## src/rtl/deserializer_align_if.sv

```systemverilog
// deserializer_align_if: serial input, realign pulse and aligned word outputs of the deserializer
interface deserializer_align_if #(parameter int WIDTH = 60);
  logic             data_serial;
  logic             realign;
  logic [WIDTH-1:0] data_parallel;
  logic             data_valid;
  logic             locked;
  modport master (output data_serial, output realign, input data_parallel, input data_valid, input locked);
  modport slave (input data_serial, input realign, output data_parallel, output data_valid, output locked);
endinterface

```

## src/rtl/deserializer_align.sv

```systemverilog
// deserializer_align: LSB-first serial-to-parallel converter with sync-word boundary alignment
module deserializer_align #(
  parameter int               WIDTH     = 60,
  parameter logic [WIDTH-1:0] SYNC_WORD = 60'hA5C396E1F0781E4,
  parameter int               LOCK_CNT  = 4
) (
  input logic                 clk_25G,
  input logic                 rst_n,
  deserializer_align_if.slave bus
);
  localparam int CW = $clog2(WIDTH);
  localparam logic [3:0] LOCK_N = 4'(LOCK_CNT);
  typedef enum logic [1:0] {HUNT, CHECK, LOCKED} state_t;
  state_t           state_q, state_d;
  logic [WIDTH-1:1] shreg_q, shreg_d;
  logic [CW-1:0]    bit_cnt_q, bit_cnt_d;
  logic [3:0]       match_cnt_q, match_cnt_d;
  logic [WIDTH-1:0] data_parallel_q, data_parallel_d;
  logic             data_valid_q, data_valid_d;
  logic             locked_q, locked_d;
  logic [WIDTH-1:0] nxt;
  logic             is_sync, boundary, strobe;
  logic [3:0]       match_inc;
  always_ff @(posedge clk_25G) begin
    if (!rst_n) begin
      state_q         <= HUNT;
      shreg_q         <= '0;
      bit_cnt_q       <= '0;
      match_cnt_q     <= '0;
      data_parallel_q <= '0;
      data_valid_q    <= 1'b0;
      locked_q        <= 1'b0;
    end else begin
      state_q         <= state_d;
      shreg_q         <= shreg_d;
      bit_cnt_q       <= bit_cnt_d;
      match_cnt_q     <= match_cnt_d;
      data_parallel_q <= data_parallel_d;
      data_valid_q    <= data_valid_d;
      locked_q        <= locked_d;
    end
  end
  always_comb begin
    nxt       = {bus.data_serial, shreg_q};
    is_sync   = nxt == SYNC_WORD;
    boundary  = bit_cnt_q == CW'(WIDTH - 1);
    match_inc = match_cnt_q + 4'd1;
    state_d   = bus.realign ? HUNT
              : (state_q == HUNT) ? (is_sync ? ((LOCK_CNT == 1) ? LOCKED : CHECK) : HUNT)
              : (state_q == CHECK && boundary) ? (!is_sync ? HUNT : (match_inc == LOCK_N) ? LOCKED : CHECK)
              : state_q;
  end
  always_comb begin
    strobe          = !bus.realign && state_q == LOCKED && boundary;
    shreg_d         = nxt[WIDTH-1:1];
    bit_cnt_d       = (state_q == HUNT || boundary) ? '0 : bit_cnt_q + 1'b1;
    match_cnt_d     = bus.realign ? 4'd0
                    : (state_q == HUNT) ? (is_sync ? 4'd1 : 4'd0)
                    : (state_q == CHECK && boundary) ? (is_sync ? match_inc : 4'd0)
                    : match_cnt_q;
    data_parallel_d = strobe ? nxt : data_parallel_q;
    data_valid_d    = strobe;
    locked_d        = state_d == LOCKED;
  end
  assign bus.data_parallel = data_parallel_q;
  assign bus.data_valid    = data_valid_q;
  assign bus.locked        = locked_q;
endmodule
```

## src/flat_wrapper.sv

```systemverilog
// flat-port wrapper written by rule: the top's interface ports become plain ports
module deserializer_align_flat 
#(
  parameter int               WIDTH     = 60,
  parameter logic [WIDTH-1:0] SYNC_WORD = 60'hA5C396E1F0781E4,
  parameter int               LOCK_CNT  = 4
)
  (clk_25G, rst_n, bus_data_serial, bus_realign, bus_data_parallel, bus_data_valid, bus_locked);
  deserializer_align_if #(.WIDTH(WIDTH)) bus_i ();
  input logic clk_25G;
  input logic rst_n;
  input wire logic [$bits(bus_i.data_serial)-1:0] bus_data_serial;
  input wire logic [$bits(bus_i.realign)-1:0] bus_realign;
  output wire logic [$bits(bus_i.data_parallel)-1:0] bus_data_parallel;
  output wire logic [$bits(bus_i.data_valid)-1:0] bus_data_valid;
  output wire logic [$bits(bus_i.locked)-1:0] bus_locked;
  assign bus_i.data_serial = bus_data_serial;
  assign bus_i.realign = bus_realign;
  assign bus_data_parallel = bus_i.data_parallel;
  assign bus_data_valid = bus_i.data_valid;
  assign bus_locked = bus_i.locked;
  deserializer_align #(.WIDTH(WIDTH), .SYNC_WORD(SYNC_WORD), .LOCK_CNT(LOCK_CNT)) u_core (.clk_25G(clk_25G), .rst_n(rst_n), .bus(bus_i));
endmodule
```

## config.mk

```make
export PLATFORM = sky130hd
export DESIGN_NAME = deserializer_align_flat
export DESIGN_NICKNAME = d
export VERILOG_FILES = /design/src/rtl/deserializer_align_if.sv /design/src/rtl/deserializer_align.sv /design/src/flat_wrapper.sv
export SDC_FILE = /design/constraint.sdc
export NUM_CORES = 1
export LEC_CHECK = 0
export CORE_AREA = 2 2 82 115
export CTS_CLUSTER_SIZE = 14
export DETAILED_ROUTE_END_ITERATION = 8
export DIE_AREA = 0 0 84 117
export DONT_BUFFER_PORTS = 1
export HOLD_SLACK_MARGIN = 0.12
export PLACE_DENSITY = 0.69
export SKIP_CTS_REPAIR_TIMING = 1
export SLEW_MARGIN = 20
export SYNTH_ARGS = -nofsm -noshare
export SYNTH_HDL_FRONTEND = slang
export SYNTH_SLANG_ARGS = --single-unit
```

## constraint.sdc

```tcl
create_clock -name clk_25G -period 3.7 [get_ports clk_25G]
set_input_delay 0.37 -clock clk_25G [delete_from_list [all_inputs] [get_ports clk_25G]]
set_output_delay 0.37 -clock clk_25G [all_outputs]
set_load 0.01 [all_outputs]
```

==> out/metrics.yaml, run 1 <==
placement:
  dp_hpwl_um: 5440
  dp_slack_ns: 1.24
  port_buffers: 0
  place_congestion: 0.769
  dp.cells: 566
clock_tree:
  cts_tree: "built"
  cts-root-buf: "clkbuf_16"
  clock_sinks: 133
  cts_buffers: 17
  cts_htree_levels: 4
  clk_latency_ns: 0.41
  clk_path_buf_depth: 2
  clkTransAtPathRegs_ns: 0.05
layout:
  stdcell_count: 600
  final_layout_size_suffix_gt1_share_pct: 6.49
  final_nets: 489
  diodes: 0
  area_growth_pct: 11.9
power:
  cellPowerDensity_mw_per_mm2: 572
  leakagePower_uw: 0.00190
  total_power_uw: 3020
  ir_drop_uv: 407
synth:
  yosys-top-cells-area: "dfxtp_1, nand2_1, a21boi_1"
  yosys.area.top_type_share_pct: 56.4
  netlist_instances: 487
  synth-simple-area-share_pct: 26.0
  yosysMostFrequentCell: "dfxtp_1"
  ys_ff_latch: 133
  async_flop_share_pct: 0
  synth_compound_area_share_pct: 11.5
  ys_types: 37
  synth_warnings: 0
  synthesis.area_mm2: 0.00472
  synth_fp_nets: 494
  ys_seq_area_share_pct: 56.4
  synth_xor_area_share_pct: 0.743
  synthMuxAreaShare_pct: 0
  synth_top_family_by_area: "simple AND/OR/NAND/NOR gates"
  synth_top_area_cell: "dfxtp_1"
  synth_edf_count: 0
  syn_avg_cell_area_um2: 9.69
  ys.flop_type: "dfxtp_1"
  synth_common_cells: "dfxtp_1, nand2_1, and2_1, a21boi_1, clkbuf_1"
  synth_fa_ha_area_share_pct: 0.796
grt:
  grt_overflow: 0
  grt_max_degree: 124
  grt_pass1_wl_um: 14100
  grt_pass1_vias: 2960
  track_usage_pct: 18.6
  antenna_found_initial: 0
drt:
  wl_um: 8730
  vias: 3133
  via_per_inst: 5.22
  drt_iter0_markers: 124
  dr.pass1.iters: 4
  drc: 0
  antenna_left: 0
  post_drt_wl_per_cell_um: 14.6
critical_path:
  cp_cell_sequence: "ha_1 > nand2_1 > or3_1 > nor3_4 > buf_12 > nand2_1 > a21boi_1"
  cp_slowest_cell: "nor3_4"
  cp_data_required_time_ns: 4.04
  critical-path-max-stage-delay_ns: 0.62
  critPathMaxFanout: 45
  cp-start-kind: "flip-flop"
  crit_type: "reg2reg"
  worstSetupEndpointType: "flip-flop"
  cp_common_cell: "nand2_1"
  cp.arrival_ns: 2.68
timing:
  max_slew_margin_pct: 54.3
  slew_viol_final: 0
  fin_tns_setup_ns: 0
  worst_slack_ns: 1.36
  tightest_slew_ns: 0.683
  setup_viol: 0
  fin_crit_ns: 2.34
  rsz0062_at_grt: "no"
  fin_skew_ns: 0.00870
  finalCritPeriodShare_pct: 63.3
  finalHoldViolations: 0
  fmax_ghz: 0.427
floorplan:
  start_util_pct: 53.2
  die_w_um: 84
  pin_count: 66
  rows: 41
  die_area_mm2: 0.00983
  die_height_um: 117
  core_mm2: 0.00887
run:
  cap_violations: 0
outcome:
  status: "completed"
hold_path:
  hold_class: "in2reg"
==> layout make-up <==
class,count,area [um^2]
fillers,778,3590
well taps,107,134
repair buffers,5,77.6
inverters,1,3.75
clock buffers,26,509
clock inverters,4,45.0
multi-input cells,324,1850
flip-flops and latches,133,2660
==> worst max-delay path: cells and delay by family, from the launching register on <==
| kind | cells | cell delay, ns |
|---|---|---|
| AO/OA/AOI/OAI | 1 | 0.14 |
| buffers and inverters | 1 | 0.29 |
| AND/OR/NAND/NOR | 4 | 1.26 |
| adder cells (fa/ha/maj) | 1 | 0.21 |
| flip-flops | 1 | 0.34 |
==> worst paths after layout <==
| path | startpoint | slack, ns | cells past startpoint | endpoint |
|---|---|---|---|---|
| setup / recovery | u_core.bit_cnt_q[0]$_SDFF_PP0_ | 1.36 | 7 | u_core.bus.data_parallel[4]$_SDFFE_PN0P_ |
| hold reg to reg | u_core.bit_cnt_q[0]$_SDFF_PP0_ | 0.44 | 1 | u_core.bit_cnt_q[0]$_SDFF_PP0_ |
| setup reg to reg | u_core.bit_cnt_q[0]$_SDFF_PP0_ | 1.36 | 7 | u_core.bus.data_parallel[4]$_SDFFE_PN0P_ |
| hold / removal | rst_n | 0.20 | 2 | u_core.match_cnt_q[0]$_SDFFE_PP0P_ |
==> layer usage <==
layer / vias up / global-route usage, % / share of wire (%) / routed length (um)
met5: - / 0 / 0 / 0
met4: 0 / 7.10 / 1.2 / 108
met3: 11 / 8.56 / 5.6 / 491
met2: 66 / 32.6 / 51 / 4480
met1: 1469 / 19.5 / 42 / 3650
li1: 1587 / - / - / -
==> placed cells by master, fill, tap and decap left out, types with 3 or more instances in the layout <==
cell type      count
dfxtp_1          133
nand2_1          132
and2_1            61
a21boi_1          60
clkbuf_16         17
nor2_1            10
nand3_1            6
a21oi_1            5
clkbuf_8           5
nor2b_1            4
nor4bb_1           4
nand4b_1           4
clkbuf_1           4
nand2b_1           3
nor4b_1            3
nand4_1            3
o211ai_1           3
ha_1               3
clkinv_2           3
dlygate4sd3_1      3
==> per-stage QoR <==
stage / area (um^2) / utilization, % / hold slack [ns]
after floorplan: 4720 / - / 0.418
after global placement: 4660 / 52.6 / 0.428
after detailed placement: 4660 / 52.6 / 0.442
after CTS: 5220 / 58.8 / 0.0673
after global routing: 5280 / 59.5 / 0.196
final: 5280 / 59.5 / 0.197
==> power by group <==
part | leakage [uW] | switching, uW | internal, uW
clock | 0.000276 | 547 | 1000
combinational | 0.000549 | 17.1 | 15.8
sequential | 0.00107 | 1.30 | 1440
total | 0.00190 | 566 | 2450
==> kinds of logic after synthesis <==
group / after synthesis
AND/OR/NAND/NOR: 242
XOR/XNOR: 4
AO/OA/AOI/OAI: 75
flip-flops: 133
buffers and inverters: 30
adder cells (fa/ha/maj): 3
==> sequential cells by signal (all words and copies together), names as in the netlist <==
register                  flops
u_core.bit_cnt_q              6
u_core.shreg_q               59
u_core.bus.data_parallel     60
u_core.state_q                2
u_core.bus.locked             1
u_core.bus.data_valid         1
u_core.match_cnt_q            4
(Power assumes the default switching activity.)
==> run 2: changes to the inputs <==
==> constraint.sdc (replaced) <==
create_clock -name clk_25G -period 2.16 [get_ports clk_25G]
set_input_delay 0.216 -clock clk_25G [delete_from_list [all_inputs] [get_ports clk_25G]]
set_output_delay 0.216 -clock clk_25G [all_outputs]
set_load 0.01 [all_outputs]
==> out/metrics.yaml, run 2 (synthesized netlist as in run 1, its figures left out) <==
critical_path:
  cp_data_required_time_ns: 2.46
  reg2reg_to: "u_core.bus.data_parallel[38]$_SDFFE_PN0P_"
  r2r_cells: 7
  cp.arrival_ns: 2.27
  rr_startpoint: "u_core.bit_cnt_q[0]$_SDFF_PP0_"
  critPathMaxFanout: 38
  crit_type: "reg2reg"
  cp-start-kind: "flip-flop"
  worstSetupEndpointType: "flip-flop"
  rrSetupSlack_ns: 0.18
power:
  p_sw_uw: 1010
  leakagePower_uw: 0.00196
  clkPwrFrac_pct: 55.3
  cellPowerDensity_mw_per_mm2: 1040
  ir_drop_uv: 669
  p_int_uw: 4620
  switching_share_pct: 17.9
  p_comb_share_pct: 1.0
  p_seq_share_pct: 43.7
timing:
  finalCritPeriodShare_pct: 91.5
  fmax_ghz: 0.506
  worst_slack_ns: 0.183
  max_slew_margin_pct: 69.3
  fin_crit_ns: 1.98
  finalHoldViolations: 0
  slew_viol_final: 0
  rsz0062_at_grt: "no"
  tightest_slew_ns: 0.459
  fin_tns_setup_ns: 0
  fin_skew_ns: 0.00609
  setup_viol: 0
drt:
  drc: 0
  antenna_left: 0
  vias: 3153
  met3WireLength_um: 445
  drt_iter0_markers: 102
  wl_um: 8790
  via_per_inst: 5.18
  met2_length_um: 4360
  wl_met1_um: 3730
  post_drt_wl_per_cell_um: 14.4
  top_layer_used: "met4"
  dr.pass1.iters: 4
floorplan:
  pin_count: 66
  die_w_um: 84
  rows: 41
  core_mm2: 0.00887
  die_area_mm2: 0.00983
  die_height_um: 117
  start_util_pct: 53.2
clock_tree:
  clk_latency_ns: 0.41
  cts-root-buf: "clkbuf_16"
  cts_htree_levels: 4
  cts_buffers: 17
  cts_tree: "built"
  clk_path_buf_depth: 2
  clock_sinks: 133
  clkTransAtPathRegs_ns: 0.05
placement:
  place_congestion: 0.767
  dp.cells: 574
  dp_hpwl_um: 5770
  dp_slack_ns: 0.165
  port_buffers: 0
grt:
  grt_overflow: 0
  grt_pass1_vias: 3084
  grt_max_degree: 124
  track_usage_pct: 19.1
  antenna_found_initial: 0
  grt_pass1_wl_um: 14500
hold_path:
  hold_path_depth: 2
  hold_path_end: "u_core.bit_cnt_q[1]$_SDFF_PP0_"
  min_from: "rst_n"
  hold_class: "in2reg"
layout:
  layout_common_cells: "dfxtp_1, nand2_1, and2_1, a21boi_1, clkbuf_16"
  stdcell_count: 609
  area_growth_pct: 14.7
  layout_commonest_cell: "dfxtp_1"
  fin_util_pct: 61.0
  final_layout_size_suffix_gt1_share_pct: 8.37
  diodes: 0
  final_nets: 496
  largest_reg_flops: 60
outcome:
  status: "completed"
run:
  cap_violations: 0
run 2: area by class of cell:
cell class	instances	area, um^2
fill	752	3460
sequential	133	2660
multi-input combinational	324	1840
clock buffer	24	482
clock inverter	8	170
tap	107	134
timing repair buffer	12	115
inverter	1	3.75
run 2: layer usage:
layer | vias to the layer above | track usage, %
li1 | 1600 | -
met1 | 1470 | 20.9
met2 | 67 | 32.7
met3 | 16 | 6.31
met4 | 0 | 10.9
met5 | - | 0
run 2: worst max-delay path: stages (launching register included):
cell	delay [ns]
dfxtp_1	0.34
ha_1	0.20
nand2_1	0.07
or3_1	0.32
or3_2	0.47
buf_4	0.27
nand2_1	0.11
a21boi_1	0.07
run 2: worst max path at each step:
| stage | start | end | cells after the start |
|---|---|---|---|
| 6_report | u_core.bit_cnt_q[0]$_SDFF_PP0_ | u_core.bus.data_parallel[38]$_SDFFE_PN0P_ | 7 |
| 3_5_place_dp | u_core.bit_cnt_q[0]$_SDFF_PP0_ | u_core.bus.data_parallel[38]$_SDFFE_PN0P_ | 7 |
| 2_1_floorplan | u_core.bit_cnt_q[0]$_SDFF_PP0_ | u_core.bus.data_parallel[0]$_SDFFE_PN0P_ | 9 |
| 5_1_grt | u_core.bit_cnt_q[0]$_SDFF_PP0_ | u_core.bus.data_parallel[28]$_SDFFE_PN0P_ | 7 |
| 4_1_cts | u_core.bit_cnt_q[0]$_SDFF_PP0_ | u_core.bus.data_parallel[38]$_SDFFE_PN0P_ | 7 |
| 3_3_place_gp | u_core.bit_cnt_q[0]$_SDFF_PP0_ | u_core.bus.data_parallel[22]$_SDFFE_PN0P_ | 7 |
run 2: power by group through the flow:
stage	clock network, uW	logic (uW)	registers [uW]
after floorplan	0	40.9	2510
after global placement	0	21.0	2510
after detailed placement	0	21.5	2510
after CTS	3170	21.7	2460
after global routing	3270	59.9	2460
final	3120	54.3	2460
run 2: through the flow:
stage | instance area (um^2) | power [uW] | hold slack (ns)
after global placement | 4710 | 2530 | 0.338
after detailed placement | 4710 | 2530 | 0.343
after CTS | 5360 | 5660 | -0.0836
after global routing | 5410 | 5790 | 0.152
after floorplan | 4720 | 2550 | 0.338
final | 5410 | 5630 | 0.122
